## src/rtl/morse_rx_decoder.sv

```systemverilog
// Morse line receiver: times marks/spaces, decodes A-Z to 5-bit codes.
// Optional word-gap space code (0) enabled by MORSE_RX_WORDGAP_EN.
module morse_rx_decoder #(
    parameter int TIME_UNIT = 250000,
    parameter int CNT_W     = 24
) (
    input  logic       clk,
    input  logic       rst,
    input  logic       morse_in,
    input  logic       char_ready,
    output logic [4:0] char_out,
    output logic       char_valid,
    output logic       busy,
    output logic       overflow
);

    localparam logic [CNT_W-1:0] TH2 = CNT_W'(2 * TIME_UNIT);
    localparam logic [CNT_W-1:0] TH5 = CNT_W'(5 * TIME_UNIT);

    typedef enum logic [1:0] {
        IDLE,
        MARK,
        SPACE_OPEN,
        SPACE_SHUT
    } state_t;

    state_t            state_q, state_d;
    logic              s1, s, s_d;
    logic              rise, fall;
    logic [CNT_W-1:0]  cnt;
    logic [3:0]        pat_q, pat_d;
    logic [2:0]        len_q, len_d;
    logic              err_q, err_d;
    logic              new_letter;
    logic              emit;
    logic [4:0]        emit_code;
    logic [4:0]        letter_code;

    function automatic logic [4:0] decode(input logic [2:0] len,
                                          input logic [3:0] pat);
        logic [4:0] c;
        case ({len, pat})
            {3'd1, 4'b0000}: c = 5'd5;
            {3'd1, 4'b0001}: c = 5'd20;
            {3'd2, 4'b0000}: c = 5'd9;
            {3'd2, 4'b0001}: c = 5'd1;
            {3'd2, 4'b0010}: c = 5'd14;
            {3'd2, 4'b0011}: c = 5'd13;
            {3'd3, 4'b0000}: c = 5'd19;
            {3'd3, 4'b0001}: c = 5'd21;
            {3'd3, 4'b0010}: c = 5'd18;
            {3'd3, 4'b0011}: c = 5'd23;
            {3'd3, 4'b0100}: c = 5'd4;
            {3'd3, 4'b0101}: c = 5'd11;
            {3'd3, 4'b0110}: c = 5'd7;
            {3'd3, 4'b0111}: c = 5'd15;
            {3'd4, 4'b0000}: c = 5'd8;
            {3'd4, 4'b0001}: c = 5'd22;
            {3'd4, 4'b0010}: c = 5'd6;
            {3'd4, 4'b0100}: c = 5'd12;
            {3'd4, 4'b0110}: c = 5'd16;
            {3'd4, 4'b0111}: c = 5'd10;
            {3'd4, 4'b1000}: c = 5'd2;
            {3'd4, 4'b1001}: c = 5'd24;
            {3'd4, 4'b1010}: c = 5'd3;
            {3'd4, 4'b1011}: c = 5'd25;
            {3'd4, 4'b1100}: c = 5'd26;
            {3'd4, 4'b1101}: c = 5'd17;
            default:         c = 5'd31;
        endcase
        return c;
    endfunction

    always_ff @(posedge clk) begin
        if (rst) begin
            s1  <= 1'b0;
            s   <= 1'b0;
            s_d <= 1'b0;
        end else begin
            s1  <= morse_in;
            s   <= s1;
            s_d <= s;
        end
    end

    assign rise = s & ~s_d;
    assign fall = ~s & s_d;

    // Counter holds the length of the current level, saturating.
    always_ff @(posedge clk) begin
        if (rst) begin
            cnt <= '0;
        end else if (s != s_d) begin
            cnt <= CNT_W'(1);
        end else if (cnt != '1) begin
            cnt <= cnt + CNT_W'(1);
        end
    end

    assign letter_code = err_q ? 5'd31 : decode(len_q, pat_q);

    always_comb begin
        state_d    = state_q;
        pat_d      = pat_q;
        len_d      = len_q;
        err_d      = err_q;
        new_letter = 1'b0;
        emit       = 1'b0;
        emit_code  = letter_code;
        unique case (state_q)
            IDLE: begin
                if (rise) begin
                    state_d    = MARK;
                    new_letter = 1'b1;
                end
            end
            MARK: begin
                if (fall) begin
                    state_d = SPACE_OPEN;
                    if (len_q == 3'd4) begin
                        err_d = 1'b1;
                    end else begin
                        pat_d = {pat_q[2:0], (cnt >= TH2)};
                        len_d = len_q + 3'd1;
                    end
                end
            end
            SPACE_OPEN: begin
                if (cnt >= TH2) begin
                    emit       = 1'b1;
                    state_d    = rise ? MARK : SPACE_SHUT;
                    new_letter = rise;
                end else if (rise) begin
                    state_d = MARK;
                end
            end
            SPACE_SHUT: begin
                if (cnt >= TH5) begin
`ifdef MORSE_RX_WORDGAP_EN
                    emit      = 1'b1;
                    emit_code = 5'd0;
`endif
                    state_d    = rise ? MARK : IDLE;
                    new_letter = rise;
                end else if (rise) begin
                    state_d    = MARK;
                    new_letter = 1'b1;
                end
            end
            default: state_d = IDLE;
        endcase
        if (new_letter) begin
            pat_d = '0;
            len_d = '0;
            err_d = 1'b0;
        end
    end

    always_ff @(posedge clk) begin
        if (rst) begin
            state_q <= IDLE;
            pat_q   <= '0;
            len_q   <= '0;
            err_q   <= 1'b0;
        end else begin
            state_q <= state_d;
            pat_q   <= pat_d;
            len_q   <= len_d;
            err_q   <= err_d;
        end
    end

    // A handshake in the emit cycle frees the slot for the new code.
    always_ff @(posedge clk) begin
        if (rst) begin
            char_out   <= '0;
            char_valid <= 1'b0;
            overflow   <= 1'b0;
        end else if (emit) begin
            if (!char_valid || char_ready) begin
                char_out   <= emit_code;
                char_valid <= 1'b1;
            end else begin
                overflow <= 1'b1;
            end
        end else if (char_valid && char_ready) begin
            char_valid <= 1'b0;
        end
    end

    assign busy = (state_q != IDLE);

endmodule
```

## config.mk

```make
export PLATFORM = sky130hd
export DESIGN_NAME = morse_rx_decoder
export DESIGN_NICKNAME = d
export VERILOG_FILES = /design/src/rtl/morse_rx_decoder.sv
export SDC_FILE = /design/constraint.sdc
export NUM_CORES = 1
export LEC_CHECK = 0
export ABC_AREA = 1
export BUFFER_PORTS_ARGS = -buffer_cell sky130_fd_sc_hd__buf_4
export CAP_MARGIN = 20
export CORE_MARGIN = 2
export CORE_UTILIZATION = 40
export DETAILED_ROUTE_END_ITERATION = 8
export GPL_ROUTABILITY_DRIVEN = 1
export PLACE_DENSITY = 0.58
export SYNTH_ARGS = -nofsm -noshare
export SYNTH_HDL_FRONTEND = slang
export SYNTH_SLANG_ARGS = --single-unit
```

## constraint.sdc

```tcl
create_clock -name clk -period 6.3 [get_ports clk]
set_input_delay 0.315 -clock clk [delete_from_list [all_inputs] [get_ports clk]]
set_output_delay 0.315 -clock clk [all_outputs]
set_load 0.02 [all_outputs]
```

==> results.cfg, run 1 <==
[finish]
diodes = 0
final_area_um2 = 3420
fill_cells = 787
area_delta_synth_final_pct = 9.97
drive_gt1_frac = 0.127
nets = 486

[global_route]
grt_pass1_wl_um = 11300
antenna_found_initial = 0
grt_max_degree = 16
gr-total-overflow = 0
grt_pass1_vias = 2525
gr-usage-all-layers = 0.162

[synthesis]
yosysMostFrequentCell = nand2_1
synth_ff_type = dfxtp_1
synthTopCellsByCount = nand2_1, inv_1, nor2_1, dfxtp_1, a21oi_1
async_flop_share = 0
yosysTopAreaCell = dfxtp_1
syn_area_per_cell_um2 = 6.90
synthTopCellsByArea = dfxtp_1, nand2_1, inv_1
yosysWarnings = 0
yosys.area.top_type_share = 0.315
synth_area_um2 = 3110
synth.distinct_cells = 42
synth_nets = 472
yosysSeqAreaShare = 0.315
synth-edff-count = 0
synth_cells = 451
ys_ff_latch = 49

[pwr]
clkPwrFrac = 0.340
total_power_uw = 705
max-vdd-ir-drop_uv = 88.3
seq_power_share = 0.469
switching_power_uw = 206
p_int_uw = 499
comb_power_share = 0.191
powerDensity_nw_per_um2 = 206
p_leak_nw = 1.54
netSwitchingFraction = 0.293

[detailed_routing]
drtIter0Drc = 132
drc = 0
drt_wl_total_um = 6610
firstDrtPassIters = 4
final_antenna_net_count = 0
wl_per_cell_um = 11.6
vias_per_cell = 4.74
vias = 2694

[worst_hold_path]
min_path_type = in2reg

[clock_network]
cts.htree.levels = 2
postCtsSetupRepairBufs = 0
cts_inserted_buffers = 5
clkTransAtPathRegs_ns = 0.10
insertion_delay_ns = 0.30
cts_resized = 0
hold_buffers = 0
cts-root-buf = clkbuf_8
tritoncts = yes
cts_sinks = 49
clock_path_buffers = 2

[worst_setup_path]
crit_type = reg2reg
cp_max_fo = 8
worstPathArrival_ns = 2.84
endpoint_kind = flip-flop
cp.required_ns = 6.53
start_kind = flip-flop

[run_status]
status = completed

[die]
die_area_um2 = 8500
initial_core_util = 0.407
die_w_um = 92.2
core_um2 = 7650
rows = 32
ios = 12
die_h_um = 92.2

[timing]
fin_crit_ns = 2.60
fmax_mhz = 384
finalCritPeriodShare = 0.413
hold_viol = 0
slew_violations = 0
max_slew_margin = 0.361
fin_tns_setup_ns = 0
grt_setup_unrepaired = no
worstMarginPinSlew_ns = 0.954
clock_skew_ns = 0.00618
setup_viol = 0

[placed_design]
hpwlAfterDp_um = 5170
place.gp.congestion = 0.838
dpl_cell_area_um2 = 3300
io_buffers = 11

[run]
maxCapViolCount = 0
==> path summary, 6_finish.rpt <==
| check | from | end | cells after the start | slack, ns |
|---|---|---|---|---|
| setup / recovery | cnt[14] | flip-flop | 19 | 3.70 |
| hold / removal | morse_in | s1 | 3 | 0.21 |
| setup reg to reg | cnt[14] | flip-flop | 19 | 3.70 |
| hold reg to reg | s1 | s | 2 | 0.41 |
==> cells in the final DEF (no fill, tap or decap), types with 3 or more instances in the layout <==
cell | synthesis | final
o21a_1 | 3 | 3
nor4_1 | 3 | 3
clkbuf_8 | 0 | 6
nor2_2 | 3 | 3
nor3_1 | 6 | 6
dfxtp_1 | 49 | 49
nand3_4 | 3 | 3
nand4_1 | 8 | 8
o21ai_0 | 19 | 19
nand3_1 | 24 | 24
a21oi_1 | 30 | 30
a31oi_1 | 4 | 4
xor2_1 | 4 | 4
o211ai_1 | 8 | 8
nand2_2 | 5 | 5
inv_2 | 8 | 8
nor2_4 | 3 | 3
o21ai_1 | 5 | 5
or2_2 | 3 | 3
buf_4 | 1 | 11
ha_1 | 17 | 17
nand2_1 | 92 | 92
nor2_1 | 52 | 52
nand2_4 | 4 | 4
inv_1 | 73 | 73
nand3_2 | 3 | 3
==> kinds of logic after synthesis <==
logic type	synth area share
AO/OA/AOI/OAI	0.129
XOR/XNOR	0.0169
adder cells (fa/ha/maj)	0.0684
buffers and inverters	0.112
flip-flops	0.315
AND/OR/NAND/NOR	0.358
==> area by class of cell <==
type | count | area, µm² | area share
repair buffers | 11 | 82.6 | 0.0241
inverters | 84 | 328 | 0.0958
multi-input cells | 314 | 1780 | 0.521
clock buffers | 6 | 82.6 | 0.0241
well taps | 102 | 128 | 0.0373
flip-flops and latches | 49 | 981 | 0.287
clock inverters | 2 | 37.5 | 0.0110
==> power groups by stage <==
| stage | registers, mW | logic [mW] | clock network, mW |
|---|---|---|---|
| after floorplan | 0.335 | 0.109 | 0 |
| after global placement | 0.338 | 0.134 | 0 |
| after detailed placement | 0.337 | 0.135 | 0 |
| after CTS | 0.330 | 0.135 | 0.246 |
| after global routing | 0.332 | 0.155 | 0.256 |
| final | 0.330 | 0.135 | 0.240 |
==> worst max-delay path, cell delays in order, from the launching register on <==
cell and delay [ns]:
dfxtp_1 0.48, inv_2 0.08, nand2_1 0.07, nor2_1 0.04
nand2_1 0.05, nand2_1 0.05, nand2_1 0.07, nand3_2 0.16
nand2_4 0.13, nand2_4 0.07, a21oi_2 0.22, nand2_1 0.19
ha_1 0.29, inv_1 0.10, nand4_1 0.11, nand3_1 0.13
nand2_1 0.06, nand2_1 0.05, nand2_1 0.06, a21oi_1 0.13
==> routing by layer <==
layer	global-route usage	vias up	share of wire
met5	0	-	0
met4	0.0410	0	0.010
met3	0.0222	7	0.025
met2	0.270	33	0.45
met1	0.222	1190	0.51
li1	-	1464	-
==> metrics by stage <==
step	utilization	hold WS (ns)	setup WS (ns)	cells
after global placement	0.432	0.408	3.76	560
final	0.447	0.211	3.70	568
after CTS	0.447	0.209	3.70	568
after detailed placement	0.432	0.398	3.72	560
after global routing	0.447	0.224	3.43	568
after floorplan	-	0.388	4.19	451
No activity file was read; power rests on OpenSTA's default activity.
==> inputs of run 2 (changes only) <==
==> constraint.sdc (replaced) <==
create_clock -name clk -period 2.6 [get_ports clk]
set_input_delay 0.13 -clock clk [delete_from_list [all_inputs] [get_ports clk]]
set_output_delay 0.13 -clock clk [all_outputs]
set_load 0.02 [all_outputs]
==> results.cfg, run 2 (synthesis gave the netlist of run 1 again) <==
[placed_design]
dpl_cell_area_um2 = 3340
hpwlAfterDp_um = 5110
place.gp.congestion = 0.936
io_buffers = 11

[timing]
setup_viol = 0
grt_setup_unrepaired = no
hold_slack_ns = 0.0184
slew_violations = 0
fin_tns_setup_ns = 0
fin_crit_ns = 2.33
fmax_mhz = 430
hold_viol = 0
clock_skew_ns = 0.0197
finalCritPeriodShare = 0.894
worstMarginPinSlew_ns = 0.554
max_slew_margin = 0.627

[clock_network]
cts_sinks = 49
cts.htree.levels = 2
hold_buffers = 0
clkTransAtPathRegs_ns = 0.11
cts_inserted_buffers = 5
cts-root-buf = clkbuf_8
clock_path_buffers = 2
insertion_delay_ns = 0.31
tritoncts = yes

[run]
maxCapViolCount = 0

[detailed_routing]
vias = 2780
firstDrtPassIters = 4
drt_wl_total_um = 6630
drc = 0
vias_per_cell = 4.81
drtIter0Drc = 99
final_antenna_net_count = 0
wl_per_cell_um = 11.5

[pwr]
max-vdd-ir-drop_uv = 215
powerDensity_nw_per_um2 = 462
p_leak_nw = 1.58

[die]
rows = 32
die_area_um2 = 8500
ios = 12
initial_core_util = 0.407
die_h_um = 92.2
die_w_um = 92.2
core_um2 = 7650

[global_route]
antenna_found_initial = 0
grt_pass1_wl_um = 11800
grt_pass1_vias = 2667
gr-total-overflow = 0
grt_max_degree = 18
gr-usage-all-layers = 0.167

[worst_setup_path]
cp_max_fo = 9
cp.required_ns = 2.83
endpoint_kind = flip-flop
worstPathBufferInverterCount = 3
crit_top_cell = nand2_1
slowest_delay_ns = 0.38
worstPathCellList = inv_1 -> ha_2 -> nand2_2 -> nor2_4 -> inv_2 -> o21ai_2 -> nand2_2 -> ha_1 -> inv_1 -> nand4_1 -> nand3_1 -> nand2_1 -> nand2_1 -> nand2_1 -> a21oi_1
crit_slowest_cell = dfxtp_1
start_kind = flip-flop
worstPathArrival_ns = 2.56
crit_type = reg2reg
critPathTopFamily = simple AND/OR/NAND/NOR gates

[finish]
final_cell_mix = nand2_1, inv_1, nor2_1
drive_gt1_frac = 0.158
diodes = 0
nets = 496
fin_util = 0.458
final_area_um2 = 3500
final_common_cell = nand2_1
area_delta_synth_final_pct = 12.5

[worst_hold_path]
min_path_type = in2reg

[run_status]
status = completed
==> run 2: final timing paths <==
check | slack [ns] | depth (start not counted) | endpoint | startpoint
setup / recovery | 0.27 | 15 | flip-flop | state_q[1]
hold / removal | 0.02 | 3 | s1 | morse_in
setup reg to reg | 0.27 | 15 | flip-flop | state_q[1]
hold reg to reg | 0.42 | 2 | s | s1
==> run 2: final cells by class <==
type	count	area (µm²)
Sequential cell	49	983
Inverter	84	328
Clock inverter	3	26.3
Tap cell	102	128
Multi-Input combinational cell	314	1810
Timing Repair Buffer	21	158
Clock buffer	5	68.8
Fill cell	788	4150
==> run 2: worst reg2reg max path, cell delays in order (launching register included) <==
cell and delay (ns):
dfxtp_1 0.38, inv_1 0.13, ha_2 0.23, nand2_2 0.07
nor2_4 0.17, inv_2 0.10, o21ai_2 0.19, nand2_2 0.13
ha_1 0.25, inv_1 0.08, nand4_1 0.11, nand3_1 0.12
nand2_1 0.05, nand2_1 0.06, nand2_1 0.05, a21oi_1 0.13
==> run 2: power by group <==
group	internal [mW]	switching, mW	total, mW
Combinational	0.127	0.217	0.344
Sequential	0.774	0.0271	0.802
Clock	0.196	0.277	0.474
==> run 2: metal layers <==
layer | up-vias | share of wire | GRT usage
met3 | 15 | 0.029 | 0.0230
met5 | - | 0 | 0
met1 | 1242 | 0.51 | 0.230
li1 | 1474 | - | -
met2 | 49 | 0.44 | 0.262
met4 | 0 | 0.024 | 0.0659
==> run 2: repair_timing <==
action                                 in CTS  in global routing
setup endpoints to repair                   0                  5
resized for setup                           0                 10
buffers inserted                            0                  5
endpoints found under the hold margin       0                  0
==> run 2: through the flow <==
step                worst slack, ns  std cells  power [mW]
floorplan                     0.489        451        1.08
global placement              0.105        565        1.15
finish                        0.274        578        1.62
detailed placement           0.0933        565        1.15
CTS                          0.0546        573        1.63
global route                0.00769        578        1.72
==> inputs of run 3 (changes only) <==
--- a/config.mk
+++ b/config.mk
@@ -12,6 +12,7 @@
 export CORE_UTILIZATION = 40
 export DETAILED_ROUTE_END_ITERATION = 8
 export GPL_ROUTABILITY_DRIVEN = 1
+export GPL_TIMING_DRIVEN = 0
 export PLACE_DENSITY = 0.58
 export SYNTH_ARGS = -nofsm -noshare
 export SYNTH_HDL_FRONTEND = slang
==> results.cfg, run 3 (synthesis gave the netlist of run 1 again) <==
[finish]
drive_gt1_frac = 0.146
fin_util = 0.451
diodes = 0
final_common_cell = nand2_1
nets = 491
final_cell_mix = nand2_1, inv_1, nor2_1
area_delta_synth_final_pct = 10.9
final_area_um2 = 3450

[detailed_routing]
drtIter0Drc = 141
drc = 0
wl_per_cell_um = 11.3
firstDrtPassIters = 4
final_antenna_net_count = 0
drt_wl_total_um = 6470
vias_per_cell = 4.79
vias = 2745

[timing]
fmax_mhz = 422
max_slew_margin = 0.615
fin_crit_ns = 2.37
fin_tns_setup_ns = 0
slew_violations = 0
hold_slack_ns = 0.00670
finalCritPeriodShare = 0.912
setup_viol = 0
worstMarginPinSlew_ns = 0.572
hold_viol = 0
clock_skew_ns = 0.0162
worst_slack_ns = 0.230

[die]
die_area_um2 = 8500
initial_core_util = 0.407
die_h_um = 92.2
core_um2 = 7650
die_w_um = 92.2
rows = 32
ios = 12

[placed_design]
io_buffers = 11
place.gp.congestion = 0.917
pre_cts_slack_ns = 0.111
dpl_cell_area_um2 = 3320
hpwlAfterDp_um = 5000

[worst_hold_path]
min_path_type = in2reg

[clock_network]
cts_sinks = 49
cts_inserted_buffers = 5
cts-root-buf = clkbuf_8
cts.htree.levels = 2
hold_buffers = 0
tritoncts = yes
clkTransAtPathRegs_ns = 0.11
insertion_delay_ns = 0.32
clock_path_buffers = 2

[global_route]
grt_pass1_wl_um = 11400
gr-usage-all-layers = 0.164
gr-total-overflow = 0
grt_pass1_vias = 2548
grt_max_degree = 18
antenna_found_initial = 0

[worst_setup_path]
worstPathArrival_ns = 2.61
endpoint_kind = flip-flop
crit_type = reg2reg
start_kind = flip-flop
cp_max_fo = 5
cp.required_ns = 2.84

[pwr]
max-vdd-ir-drop_uv = 183
powerDensity_nw_per_um2 = 471
p_leak_nw = 1.54

[run_status]
status = completed

[run]
maxCapViolCount = 0
==> run 3: layout make-up <==
class / instances / area [µm²]
clock inverters: 3 / 26.3
repair buffers: 12 / 90.1
plain buffers: 4 / 20.0
fillers: 777 / 4200
multi-input cells: 314 / 1810
clock buffers: 5 / 68.8
flip-flops and latches: 49 / 983
well taps: 102 / 128
inverters: 84 / 328
==> run 3: report_power, final <==
group	switching [mW]	internal, mW
logic	0.216	0.125
registers	0.0272	0.774
clock network	0.286	0.196
==> run 3: routing by layer <==
metal  up-vias  GRT usage  share of wire
li1       1475          -              -
met4         0     0.0535          0.014
met2        49      0.266           0.44
met5         -          0              0
met1      1213      0.225           0.51
met3         8     0.0247          0.037
==> run 3: worst max-delay path, stage by stage, from the launching register on <==
cell and delay, ns:
dfxtp_1 0.37, nor2_4 0.16, nand2_1 0.07, nand2_1 0.06
nand2_1 0.05, nand2_1 0.07, nand3_2 0.15, nand2_4 0.13
nand2_4 0.08, a21oi_4 0.18, nand2_2 0.12, ha_1 0.25
inv_1 0.09, nand4_1 0.11, nand3_1 0.14, nand2_1 0.06
nand2_1 0.05, nand2_1 0.05, a21oi_1 0.12
==> run 3: repair_timing <==
action	4_1_cts	5_1_grt
gates resized for setup	0	11
setup buffers	0	1
endpoints found under the setup margin	0	5
==> run 3: path summary, 6_finish.rpt <==
path                  from   endpoint  cells past startpoint  slack (ns)
hold reg to reg         s1          s                      2        0.42
hold / removal    morse_in         s1                      3       0.007
setup / recovery   cnt[10]  flip-flop                     18        0.23
setup reg to reg   cnt[10]  flip-flop                     18        0.23
==> run 3: per-stage QoR <==
| step | total power, mW | std cells |
|---|---|---|
| 6_report | 1.62 | 573 |
| 5_1_grt | 1.73 | 573 |
| 4_1_cts | 1.64 | 572 |
| 3_5_place_dp | 1.15 | 564 |
| 3_3_place_gp | 1.15 | 564 |
| 2_1_floorplan | 1.08 | 451 |
